[config.mk]
export PLATFORM = sky130hd
export DESIGN_NAME = rfa
export DESIGN_NICKNAME = d
export VERILOG_FILES = /design/src/rtl/rfa.sv
export SDC_FILE = /design/constraint.sdc
export NUM_CORES = 1
export LEC_CHECK = 0
export BUFFER_PORTS_ARGS = -buffer_cell sky130_fd_sc_hd__buf_2
export CORE_UTILIZATION = 55
export CTS_BUF_LIST = sky130_fd_sc_hd__clkbuf_8
export DETAILED_ROUTE_END_ITERATION = 8
export PLACE_DENSITY = 0.87
export SLEW_MARGIN = 15
export SYNTH_ARGS = -nofsm -noshare
export SYNTH_HDL_FRONTEND = slang
export SYNTH_SLANG_ARGS = --single-unit
[constraint.sdc]
create_clock -name clk -period 6.26 [get_ports clk]
set_input_delay 1.878 -clock clk [delete_from_list [all_inputs] [get_ports clk]]
set_output_delay 1.878 -clock clk [all_outputs]
set_load 0.03 [all_outputs]
[src/rtl/rfa.sv]
`default_nettype none
// ============================================================================
// Module      : rfa
// Description : Round-robin arbiter granting one of eight FU result queues
//               (SIMD0-3, SIMF0-3) the shared VGPR/SGPR write port.
// Revision    : 1.0 - initial release
// ============================================================================
module rfa (
  input  logic        clk,
  input  logic        rst,
  input  logic        simd0_queue_entry_valid,
  input  logic        simd1_queue_entry_valid,
  input  logic        simd2_queue_entry_valid,
  input  logic        simd3_queue_entry_valid,
  input  logic        simf0_queue_entry_valid,
  input  logic        simf1_queue_entry_valid,
  input  logic        simf2_queue_entry_valid,
  input  logic        simf3_queue_entry_valid,
  output logic        simd0_queue_entry_serviced,
  output logic        simd1_queue_entry_serviced,
  output logic        simd2_queue_entry_serviced,
  output logic        simd3_queue_entry_serviced,
  output logic        simf0_queue_entry_serviced,
  output logic        simf1_queue_entry_serviced,
  output logic        simf2_queue_entry_serviced,
  output logic        simf3_queue_entry_serviced,
  output logic [15:0] execvgprsgpr_select_fu
);

  logic [7:0] valid_vec;
  logic [7:0] grant_vec;
  logic [2:0] ptr;
  logic [2:0] grant_idx;
  logic       grant_any;

  assign valid_vec = {simf3_queue_entry_valid, simf2_queue_entry_valid,
                      simf1_queue_entry_valid, simf0_queue_entry_valid,
                      simd3_queue_entry_valid, simd2_queue_entry_valid,
                      simd1_queue_entry_valid, simd0_queue_entry_valid};

  // Search upward from ptr; 3-bit index arithmetic provides the 7->0 wrap.
  always_comb begin
    grant_any = 1'b0;
    grant_idx = ptr;
    for (int k = 0; k < 8; k++) begin
      if (!grant_any && valid_vec[ptr + 3'(k)]) begin
        grant_any = 1'b1;
        grant_idx = ptr + 3'(k);
      end
    end
  end

  always_comb begin
    grant_vec = 8'h00;
    if (rst && grant_any) begin
      grant_vec[grant_idx] = 1'b1;
    end
  end

  always_ff @(posedge clk) begin
    if (!rst) begin
      ptr <= 3'd0;
    end else if (grant_any) begin
      ptr <= grant_idx + 3'd1;
    end
  end

  assign simd0_queue_entry_serviced = grant_vec[0];
  assign simd1_queue_entry_serviced = grant_vec[1];
  assign simd2_queue_entry_serviced = grant_vec[2];
  assign simd3_queue_entry_serviced = grant_vec[3];
  assign simf0_queue_entry_serviced = grant_vec[4];
  assign simf1_queue_entry_serviced = grant_vec[5];
  assign simf2_queue_entry_serviced = grant_vec[6];
  assign simf3_queue_entry_serviced = grant_vec[7];
  assign execvgprsgpr_select_fu     = {8'h00, grant_vec};

endmodule
`default_nettype wire

==> metrics.md <==
| Metric | Value |
|---|---|
| FMAX | `~160 MHz` |
| Nets | `between 150 and 200` |
| Gr ovfl total | `0` |
| Max Root-Sink Buffers | `2` |
| Distinct cells, synth | `53` |
| Die Wd | `51.3 um` |
| # IOs | `34` |
| Final Max Slew Viols | `0` |
| Post-synth EDFFs | `0` |
| N_diodes | `0` |
| Mapped Cells | `153` |
| Placer congestion estimate | `0.947` |
| CP Data Required Time | `4380 ps` |
| Max-slew headroom | `49.6%` |
| Layout cell share with drive strength beyond 1 | `43.6%` |
| Filler cells | `152` |
| Average instance area after synthesis | `8.73 um2` |
| Hpwl dp | `2470 um` |
| Largest cells by area after synthesis | `mux4_2 20%, buf_4 9.0%, mux2i_1 6.0%` |
| Reg clk slew, reported paths | `approximately 30 ps` |
| Via count | `around 1300` |
| Post-synthesis register bit count | `3` |
| CP Max Fanout | `7` |
| Die Ht | `slightly above 50 um` |
| Measured slew at the worst slew-check pin | `754 ps` |
| Largest net degree at the start of global routing | `19` |
| Number of routed nets with antenna violations | `0` |
| Worst setup SP type | `primary input` |
| CP Data Arrival Time | `between 4000 and 5000 ps` |
| CP startpoint | `simd2_queue_entry_valid` |
| Drt first pass iters | `4` |
| Clock tree sinks | `3` |
| Synth top area share | `20.2%` |
| Status | `completed` |
| CTS H-tree lvls | `1` |
| Design area | `0.00152 mm2` |
| Regs by FF count | `ptr (3)` |
| Cell Area, Synth | `between 0.001 and 0.0015 mm2` |
| Class of the most critical setup path | `primary input to primary output` |
| # rows | `17` |
| Core Area | `0.00225 mm2` |
| Num CTS Buffers | `3` |
| Top FF cell, synth | `dfxtp_1` |
| Worst R2R Start | `ptr[0]$_SDFFE_PN0P_` |
| DRC | `0` |
| Initial core utilization | `59.2%` |
| Synth-to-Final Area Change | `13.6%` |
| Synth warnings | `0` |
| Placed Area | `0.00139 mm2` |
| Total track usage | `a little over a quarter` |
| Clk_lat worst skew | `210 ps` |
| WL final | `3420 um` |
| Synth area leader | `mux4_2` |
| Number of global-route vias before repair | `roughly 1200` |
| Clock skew after layout | `2.17 ps` |
| Min-Delay Path Class | `register to register` |
| IO buf count | `25` |
| Register area share after synthesis | `4.50%` |
| Finished Layout Cells | `200` |
| Area of the die | `between 0.002 and 0.003 mm2` |
| Hold_sp | `ptr[1]$_SDFFE_PN0P_` |
| Max-cap violations | `0` |
| CTS tree | `yes` |
| Drt wl/cell | `17.1 um` |
| Max reg flops | `3` |
| Initial antenna violation count | `0` |
| Final setup fails | `0` |
| First-pass GRT wire length | `5510 um` |
| CP endpoint kind | `primary output` |
| Cells after DPL | `195` |
| Fin crit period | `6180 ps` |
| Root Driver | `clkbuf_8` |
| Final Hold Fails | `0` |
| Post-detailed-route via-to-cell ratio | `~6.5` |
| Hold_buf cts | `0` |
| Final worst-path cycle share | `between 90 and 100%` |
| Register with the most flip-flops | `ptr` |
| RSZ-0062 raised after global routing | `true` |
| FFs w/ async S/R, synth | `0%` |
| DRC marker count from the first detailed-route iteration | `between 60 and 70` |
==> synth_stat cells, drive strengths merged (2+ instances only) <==
master,number
nor3,4
nand4,4
dfxtp,3
nand3b,2
mux4,12
o21ai,2
mux2,6
ha,2
o31ai,2
nand2b,4
nand3,4
o211a,2
nand2,13
a31oi,5
nor2,12
a21oi,5
a21o,2
xnor2,3
inv,6
a31o,2
o32ai,2
and2,2
a22oi,4
buf,24
mux2i,9
==> critical path, cell delays in order <==
cell	delay [ps]
buf_2	130
mux4_2	520
mux2_2	340
nor4_4	290
nand2_1	140
o32a_1	320
o211a_4	180
nand2b_1	170
nor2_1	140
buf_4	180
==> worst paths after layout <==
kind	depth (start not counted)	to	slack, ps
setup reg to reg	11	ptr[2]$_SDFFE_PN0P_	2780
hold / removal	3	ptr[1]$_SDFFE_PN0P_	650
setup / recovery	10	execvgprsgpr_select_fu[6]	80
hold reg to reg	3	ptr[1]$_SDFFE_PN0P_	650
==> per-stage QoR <==
step                      hold WS (ps)  setup WS (ps)  TNS [ps]  utilization (%)
final                              645           83.5         0             67.3
after global routing               680          -65.7      -559             67.3
after CTS                          636           12.5         0             63.8
after detailed placement           628          -20.3     -31.5             61.4
after global placement             634            104         0             61.4
after floorplan                    771          -82.5      -150                -
==> per-layer routing <==
layer	up-vias	global-route usage, %	share of wire [%]
met5	-	0	0
met4	0	9.91	0.79
met3	4	3.57	5.4
met2	46	46.9	52
met1	651	35.1	42
li1	602	-	-
==> placed cells by master, fill, tap and decap left out, types with 5 or more instances in the layout <==
cell type  instances
buf_2             17
buf_4             16
mux4_2            12
nand2_1           12
nor2_1             9
conb_1             8
mux2i_1            7
inv_1              6
a21oi_1            5
==> final cells by class <==
type | count | area, um2 | area share [%]
Multi-Input combinational cell | 126 | 1150 | 75.7
Timing Repair Buffer | 33 | 205 | 13.5
Sequential cell | 3 | 60.1 | 3.96
Clock buffer | 3 | 41.3 | 2.72
Tap cell | 28 | 35.0 | 2.31
Inverter | 6 | 22.5 | 1.49
Clock inverter | 1 | 3.75 | 0.248
==> logic make-up (layout without fill, tap and decap cells) <==
logic type / count (synthesis) / count (layout) / share of synthesized area [%]
adder cells (fa/ha/maj): 2 / 2 / 1.87
AO/OA/AOI/OAI: 34 / 34 / 20.4
buffers and inverters: 31 / 43 / 16.6
flip-flops: 3 / 3 / 4.50
AND/OR/NAND/NOR: 51 / 51 / 21.1
other: 1 / 8 / 0.281
multiplexers: 27 / 27 / 32.6
XOR/XNOR: 4 / 4 / 2.62
==> what timing repair did <==
| item | CTS | global route |
|---|---|---|
| pin swaps | 1 | 1 |
| endpoints found under the setup margin | 4 | 16 |
| setup buffers | 1 | 0 |
| resized for setup | 0 | 29 |
| gates cloned | 0 | 0 |
Power is not shown: default switching activity piles up to over one toggle a cycle in this logic, so the estimate is an artifact.
